$ cat config.mk
export PLATFORM = sky130hd
export DESIGN_NAME = if_prefetch
export DESIGN_NICKNAME = d
export VERILOG_FILES = /design/src/rtl/if_prefetch_pkg.sv /design/src/rtl/if_prefetch_inst_fifo.sv /design/src/rtl/if_prefetch.sv
export SDC_FILE = /design/constraint.sdc
export NUM_CORES = 1
export LEC_CHECK = 0
export ABC_AREA = 1
export CAP_MARGIN = 25
export CORE_ASPECT_RATIO = 1.5
export CORE_MARGIN = 1
export CORE_UTILIZATION = 56
export CTS_CLUSTER_DIAMETER = 40
export CTS_CLUSTER_SIZE = 25
export DETAILED_ROUTE_END_ITERATION = 16
export GPL_TIMING_DRIVEN = 0
export HOLD_SLACK_MARGIN = 0.02
export PLACE_DENSITY = 0.85
export SLEW_MARGIN = 25
export SYNTH_ARGS = -nofsm -noshare
export SYNTH_HDL_FRONTEND = slang
export SYNTH_SLANG_ARGS = --single-unit
export TNS_END_PERCENT = 50
$ cat constraint.sdc
create_clock -name clk -period 2.7 [get_ports clk]
set_input_delay 0.405 -clock clk [delete_from_list [all_inputs] [get_ports clk]]
set_output_delay 0.405 -clock clk [all_outputs]
set_load 0.01 [all_outputs]
$ cat src/rtl/if_prefetch_pkg.sv
// Shared types for the instruction-fetch front end: FSM states, FIFO entry layout, filler opcode.
// No logic here, so no latency and no flow control.
package if_pkg;

  localparam int IF_ADDR_W = 9;
  localparam logic [31:0] INST_NOP = 32'h0000_0013;

  typedef enum logic [1:0] {
    IDLE,
    WAIT,
    DISCARD
  } if_state_t;

  // Entry width follows IF_ADDR_W; if_prefetch's ADDR_W is expected to match it.
  typedef struct packed {
    logic [IF_ADDR_W-1:0] pc;
    logic [31:0]          inst;
  } if_entry_t;

endpackage

$ cat src/rtl/if_prefetch_inst_fifo.sv
// Synchronous FIFO, DEPTH a power of two; a push is visible at the head from the following edge.
// No internal flow control: the caller never pushes when full or pops when empty; clear beats push.
module inst_fifo #(
  parameter int W     = 41,
  parameter int DEPTH = 4
) (
  input  logic                     clk,
  input  logic                     reset,
  input  logic                     push,
  input  logic [W-1:0]             push_dat,
  input  logic                     pop,
  input  logic                     clear,
  output logic [$clog2(DEPTH):0]   count,
  output logic [W-1:0]             head
);

  localparam int PW = $clog2(DEPTH);
  localparam int CW = PW + 1;

  logic [W-1:0]  mem [DEPTH];
  logic [PW-1:0] wr_ptr;
  logic [PW-1:0] rd_ptr;

  // Storage is cleared on reset so the head reads zero until the first push.
  always_ff @(posedge clk or negedge reset) begin
    if (!reset) begin
      for (int i = 0; i < DEPTH; i++) mem[i] <= '0;
      wr_ptr <= '0;
      rd_ptr <= '0;
      count  <= '0;
    end else if (clear) begin
      wr_ptr <= '0;
      rd_ptr <= '0;
      count  <= '0;
    end else begin
      if (push) begin
        mem[wr_ptr] <= push_dat;
        wr_ptr      <= wr_ptr + 1'b1;
      end
      if (pop) rd_ptr <= rd_ptr + 1'b1;
      count <= count + CW'(push) - CW'(pop);
    end
  end

  assign head = mem[rd_ptr];

endmodule

$ cat src/rtl/if_prefetch.sv
// Fetch front end: one outstanding imem read, results queued in a prefetch FIFO; head registered, 1 instr/cycle.
// Requests are issued only when the FIFO will have room; decode stall holds the head; redirect flushes.
module if_prefetch
  import if_pkg::*;
#(
  parameter int                ADDR_W   = IF_ADDR_W,
  parameter int                DEPTH    = 4,
  parameter logic [ADDR_W-1:0] RESET_PC = '0
) (
  input  logic                   clk,
  input  logic                   reset,
  output logic                   imem_req,
  output logic [ADDR_W-1:0]      imem_addr,
  input  logic                   imem_ack,
  input  logic [31:0]            imem_rdata,
  input  logic                   redirect,
  input  logic [ADDR_W-1:0]      redirect_pc,
  input  logic                   stall,
  output logic                   inst_valid,
  output logic [31:0]            inst,
  output logic [ADDR_W-1:0]      inst_pc,
  output logic [$clog2(DEPTH):0] fifo_count
);

  localparam int CW = $clog2(DEPTH) + 1;

  if_state_t         state, state_nxt;
  logic [ADDR_W-1:0] fetch_pc, fetch_pc_nxt;
  logic [ADDR_W-1:0] addr_nxt;
  logic [ADDR_W-1:0] redir_pc;
  logic              push;
  logic              pop;
  logic [CW-1:0]     count_nxt;
  logic              space;
  if_entry_t         push_ent;
  if_entry_t         head_ent;

  assign redir_pc  = {redirect_pc[ADDR_W-1:2], 2'b00};
  assign pop       = inst_valid && !stall && !redirect;
  assign push      = (state == WAIT) && imem_ack && !redirect;
  // Occupancy after this edge decides whether a new request may go out.
  assign count_nxt = redirect ? '0 : fifo_count + CW'(push) - CW'(pop);
  assign space     = count_nxt < CW'(DEPTH);

  always_comb begin
    state_nxt    = state;
    addr_nxt     = imem_addr;
    fetch_pc_nxt = fetch_pc;
    if (redirect)  fetch_pc_nxt = redir_pc;
    else if (push) fetch_pc_nxt = fetch_pc + ADDR_W'(4);

    case (state)
      IDLE: begin
        if (space) begin
          state_nxt = WAIT;
          addr_nxt  = fetch_pc_nxt;
        end
      end
      WAIT: begin
        if (redirect) begin
          state_nxt = imem_ack ? IDLE : DISCARD;
        end else if (imem_ack) begin
          if (space) addr_nxt  = fetch_pc_nxt;
          else       state_nxt = IDLE;
        end
      end
      DISCARD: begin
        // Old address stays on the bus until the stale response is swallowed.
        if (imem_ack) state_nxt = IDLE;
      end
      default: state_nxt = IDLE;
    endcase
  end

  always_ff @(posedge clk or negedge reset) begin
    if (!reset) begin
      state     <= IDLE;
      fetch_pc  <= RESET_PC;
      imem_addr <= RESET_PC;
    end else begin
      state     <= state_nxt;
      fetch_pc  <= fetch_pc_nxt;
      imem_addr <= addr_nxt;
    end
  end

  assign imem_req = (state != IDLE);

  assign push_ent = '{pc: fetch_pc, inst: imem_rdata};

  inst_fifo #(
    .W     ($bits(if_entry_t)),
    .DEPTH (DEPTH)
  ) u_fifo (
    .clk      (clk),
    .reset    (reset),
    .push     (push),
    .push_dat (push_ent),
    .pop      (pop),
    .clear    (redirect),
    .count    (fifo_count),
    .head     (head_ent)
  );

  assign inst_valid = (fifo_count != '0);
  assign inst       = head_ent.inst;
  assign inst_pc    = head_ent.pc;

endmodule

[Word level (Yosys, flattened, before mapping)]
Cells that the tools add are included.
Word-level totals
  bits in registers: 191
  bits in latches: 0
  RAM bits: 0
  memory bits (read-only): 0
  input port bits: 46
  logic and storage cells: 70
  memories: 0
Cells by class
  add/sub/neg operators: 5
  multipliers: 0
  divide/modulo/power cells: 0
  $lt $le $gt $ge: 4
  eq/ne operators: 8
  shift-type cells: 0
  muxes and demuxes: 24
  bitwise gates (word level): 3
  reduce and logical (&&, ||, !) cells: 16
Operators by type and width (count)
  $bwmux 164: 1
  $mux 41: 3
  $bmux 41 s2: 1
  $demux 41 s2: 1
  $mux 9: 5
  $mux 2: 10
  $pmux 9 s2: 1
  $add 9x3->9 const B: 1
  $ne 2x2->1 const B: 4
  $reduce_bool 2->1: 4
  $ge 3x3->1 const B: 2
  $ne 3x3->1 const B: 2
  $not 2->3: 2
  $pmux 2 s3: 1
  $logic_and 1x1->1: 5
  $add 2x1->2 const B: 2
  $reduce_and 4->1: 1
  $add 3x1->3: 1
  $lt 3x1->1 const B: 1
  $lt 3x3->1 const B: 1
  $mux 3: 1
  $reduce_and 3->1: 1
  $reduce_bool 3->1: 1
  $sub 3x1->3: 1
  6 further kinds: 7

[Logic depth before layout (Yosys ltp)]
  depth after elaboration: 11
  mapped depth: 16
  depth with buffers taken out: 16

[Hierarchy]
From an unflattened synthesis, not the netlist that was laid out.
Second synthesis, totals
  cell total of the unflattened synthesis: 1076
  area, all modules: 8908.5 µm²
By module, submodules not included
  inst_fifo: times used 1, cells each 929, area each 7766.2 µm², sequential area each 4279.1 µm²
  if_prefetch: times used 1, cells each 147, area each 1142.3 µm², sequential area each 500.5 µm²

[Worst setup path before layout]
No wires, ideal clock.
  kind: reg-to-reg
  start: reg u_fifo.count[1]
  end: reg imem_addr[6]
  setup time: 0.118 ns
  arrival: 2.255 ns
  required time: 2.582 ns
  setup slack: 0.328 ns
  stages on the path, launching flop included: 16
  path buffers: 0
  clock period less this slack: 2.372 ns
  path through: dfrtp_1 -> inv_1 -> nand3_1 -> nand2_1 -> nor2_1 -> ha_1 -> inv_1 -> ha_1 -> inv_1 -> fa_1 -> nand3_1 -> nand3_1 -> nand2_2 -> inv_2 -> nand3_1 -> nand2_1
On the way
  cells in the longest elaborated chain, start to end: 10
  elaborated cells between the ends (all ways): 11
  classes of those cells: add/sub: 2; order compare: 1; mux: 5; reduce/logical: 3
Ends and longest elaborated chain
  start: declaration: RTL line if_prefetch_inst_fifo.sv:13  | output logic [$clog2(DEPTH):0] count,
  start signal: assignment: RTL line if_prefetch_inst_fifo.sv:41  | count <= count + CW'(push) - CW'(pop);
  $reduce_bool 3->1 (*): RTL line if_prefetch.sv:105  | assign inst_valid = (fifo_count != '0);
  via inst_valid: RTL line if_prefetch.sv:19  | output logic inst_valid,
  $logic_and 1x1->1 (*) (2 in series): RTL line if_prefetch.sv:39  | assign pop = inst_valid && !stall && !redirect;
  $sub 3x1->3 (*): RTL line if_prefetch.sv:42  | assign count_nxt = redirect ? '0 : fifo_count + CW'(push) - CW'(pop);
  $mux 3 (*): RTL line if_prefetch.sv:42
  $lt 3x3->1 (*): RTL line if_prefetch.sv:43  | assign space = count_nxt < CW'(DEPTH);
  $mux 9 (*)
  $mux 9 (2 in series)
  $pmux 9 s2 (*)
  end signal: assignment: RTL line if_prefetch.sv:83  | imem_addr <= addr_nxt;
  end: declaration: RTL line if_prefetch.sv:13  | output logic [ADDR_W-1:0] imem_addr,
Mark *: on every way through the listed nets, which the timed path passes. The rest lies on a longest branch. The select of a mux whose other input is x is not followed.
A chain may end at the register's enable or synchronous reset.

[Worst setup path in the final report]
  start: reg u_fifo.rd_ptr[0]
  end: out inst_pc[0]
On the way
  cells in the longest elaborated chain, start to end: 4
Ends and longest elaborated chain
  start: declaration: RTL line if_prefetch_inst_fifo.sv:22  | logic [PW-1:0] rd_ptr;
  start signal: assignment: RTL line if_prefetch_inst_fifo.sv:40  | if (pop) rd_ptr <= rd_ptr + 1'b1;
  $not 2->3 (implied by the code): RTL line if_prefetch_inst_fifo.sv:45  | assign head = mem[rd_ptr];
  $bmux 41 s2: RTL line if_prefetch_inst_fifo.sv:45
  $mux 41 (implied by the code) (2 in series): RTL line if_prefetch_inst_fifo.sv:45
  end: declaration: RTL line if_prefetch.sv:21  | output logic [ADDR_W-1:0] inst_pc,
Every way passes these cells. The select of a mux whose other input is x is not followed.

==> flow_metrics.py <==
metrics = {
    "clocking": {
        "path_clk_slew_ps": 70,
        "cts_tree": "done",
        "worstSkewPairLatency_ps": 430,
        "clk_path_buf_depth": 2,
        "cts_sinks": 191,
        "cts_root_buf": "clkbuf_16",
        "htreeDepth": 4,
        "numCtsBuffers": 17,
    },
    "global_routing": {
        "grt_overflow_total": 0,
        "antenna_found_initial": 0,
        "grt_pass1_wl_um": 36900,
        "grt_max_degree": 68,
        "grt_pass1_vias": 7657,
        "grt_util_all_layers": 0.306,
    },
    "logic_synthesis": {
        "synth_nets": 1021,
        "netlist_instances": 967,
        "synth.avg_cell_area_um2": 8.70,
        "synthTopCellsByArea": "dfrtp_1 (57%), nand2_1 (9.9%), o21ai_0 (7.8%)",
        "synth_top_area_frac": 0.568,
        "netlist_area_um2": 8410,
        "ys_seq_area_frac": 0.568,
        "ys_seq_elements": 191,
        "synth.distinct_cells": 26,
        "yosysTopAreaCell": "dfrtp_1",
        "yosys_warnings": 0,
    },
    "route": {
        "antenna_left": 0,
        "drt_iter0_markers": 734,
        "vias": 7557,
        "drc": 0,
        "vias_per_cell": 5.83,
        "dr.pass1.iters": 5,
        "wl_per_cell_um": 17.5,
        "routed_wl_um": 22700,
    },
    "setup_path": {
        "reg2reg_depth": 15,
        "arrival_ps": 2290,
        "start_kind": "flop",
        "cp-end-kind": "output port",
        "required_ps": 2300,
        "r2r_end": "imem_addr[7]",
        "r2r_slack_ps": 170,
        "worstSetupPathType": "flop to output port",
        "startpoint": "u_fifo.rd_ptr[0]",
        "crit_fanout": 10,
        "r2r-start": "u_fifo.count[1]",
        "endpoint": "inst_pc[0]",
    },
    "cells_and_area": {
        "layout-drive-gt1-share": 0.0917,
        "regArea_um2": 4780,
        "final_util": 0.716,
        "syn_to_final_growth_pct": 24.2,
        "multi_input_area_um2": 3050,
        "nets": 1142,
        "fill_cells": 1106,
        "diodes": 0,
    },
    "placed_design": {
        "globalplace.congestion": 0.807,
        "dpl.hpwl_um": 14400,
        "io_buffers": 98,
    },
    "sta": {
        "finalHoldViolations": 0,
        "rsz0062_at_grt": "yes",
        "fin_worst_skew_ps": 10.0,
        "fin_crit_ps": 2690,
        "finalMaxSlewViolations": 0,
        "worst_pin_slew_ps": 565,
        "finalSetupViolCount": 0,
        "max_freq_mhz": 371,
        "slew_headroom": 0.623,
        "fin_crit_sh": 0.997,
    },
    "worst_hold_path": {
        "hold_path.class": "input port to asynchronous set/reset pin",
    },
    "floorplan": {
        "ioPinCount": 101,
        "core_area_um2": 14600,
        "dieArea_um2": 15500,
        "die_w_um": 102,
        "dieHeight_um": 152,
        "start_util": 0.576,
        "rows": 54,
    },
    "pwr": {
        "power_mw": 11.2,
        "p_leak_nw": 5.03,
        "power_density_nw_per_um2": 1080,
        "vdd_drop_max_mv": 0.655,
    },
    "outcome": {
        "outcome": "complete, no violations",
    },
    "run": {
        "maxCapViolations": 0,
    },
}
repair_timing:
action / 4_1_cts / 5_1_grt
gates resized for setup: 28 / 30
endpoints found under the setup margin: 50 / 43
buffers inserted: 0 / 1
hold buffers: 1 / 0
hold endpoints to repair: 61 / 0
pin swaps: 0 / 1
worst min path at each step:
stage,startpoint,to,cells past startpoint
5_1_grt,u_fifo.mem[74],u_fifo.mem[74],2
4_1_cts,u_fifo.mem[114],u_fifo.mem[114],2
3_3_place_gp,u_fifo.mem[73],u_fifo.mem[73],2
6_report,reset,u_fifo.mem[145],2
3_5_place_dp,reset,u_fifo.mem[145],1
2_1_floorplan,reset,fetch_pc[0],0
through the flow:
stage / hold WS (ps) / TNS (ps) / instance area, µm² / setup WS (ps) / instances
2_1_floorplan: 109 / 0 / 8410 / 328 / 967
3_3_place_gp: 465 / -1246050 / 9640 / -6510 / 1261
3_5_place_dp: 376 / -5280 / 9700 / -562 / 1263
4_1_cts: 490 / 0 / 10400 / 1.77 / 1296
5_1_grt: 502 / -102 / 10400 / -35.8 / 1297
6_report: 486 / 0 / 10400 / 8.15 / 1297
cells by family after synthesis:
group / count (synthesis) / synth area share
buf+inv: 122 / 0.0702
simple gates: 345 / 0.162
compound gates: 301 / 0.186
fa+ha+maj: 8 / 0.0128
flops: 191 / 0.568
cell usage in the layout (no fill, tap or decap), types with 13 or more instances in the layout:
cell type and instances:
inv_1 58, nand2_1 221, buf_6 14, clkdlybuf4s50_1 94, o22ai_1 40, o21ai_0 131
dfrtp_1 190, nor2_1 95, clkbuf_16 17, clkbuf_4 13, nand3_1 16, o21ai_1 123
routing by layer:
layer / vias up / wire length, µm / GRT usage
met5: - / 0 / 0
met4: 0 / 805 / 0.142
met3: 78 / 1540 / 0.0483
met2: 374 / 11700 / 0.519
met1: 3660 / 8600 / 0.377
li1: 3445 / - / -
cell type report:
cell class / count / share of cell area
Buffer: 61 / 0.0412
Clock inverter: 13 / 0.0190
Tap cell: 196 / 0.0235
Timing Repair Buffer: 102 / 0.103
Clock buffer: 19 / 0.0414
Sequential cell: 191 / 0.458
Multi-Input combinational cell: 654 / 0.292
Inverter: 61 / 0.0219
flip-flops by register name, indices dropped and copies added (netlist names):
name           cells
imem_addr          9
state              2
u_fifo.wr_ptr      2
u_fifo.rd_ptr      2
u_fifo.count       3
fetch_pc           9
u_fifo.mem       164
power by group:
| part | leakage [nW] | total, mW | internal [mW] | switching (mW) |
|---|---|---|---|---|
| Combinational | 2.20 | 4.36 | 2.02 | 2.34 |
| Sequential | 2.53 | 4.18 | 3.69 | 0.483 |
| Clock | 0.301 | 2.70 | 1.57 | 1.13 |
synth_stat cells:
cell,count
nor2_4,1
nand4_1,1
inv_2,2
o21ai_1,123
and2_1,2
nand2_2,3
nor3_1,1
nand2_4,3
buf_6,14
o21ai_0,131
clkbuf_1,31
buf_1,2
dfrtp_1,191
nand3_1,16
or2_2,2
inv_1,59
o31ai_1,1
ha_1,7
nand2_1,221
nor2_1,95
buf_8,1
o22ai_1,41
fa_1,1
o211ai_1,2
buf_2,13
a21oi_1,3
critical path, stage by stage, from the launching register on:
cell             delay, ps
dfrtp_1                390
inv_1                   80
clkbuf_4               200
clkbuf_4               230
o21ai_0                 90
o22ai_1                250
clkdlybuf4s50_1        600
(Power assumes the default switching activity.)
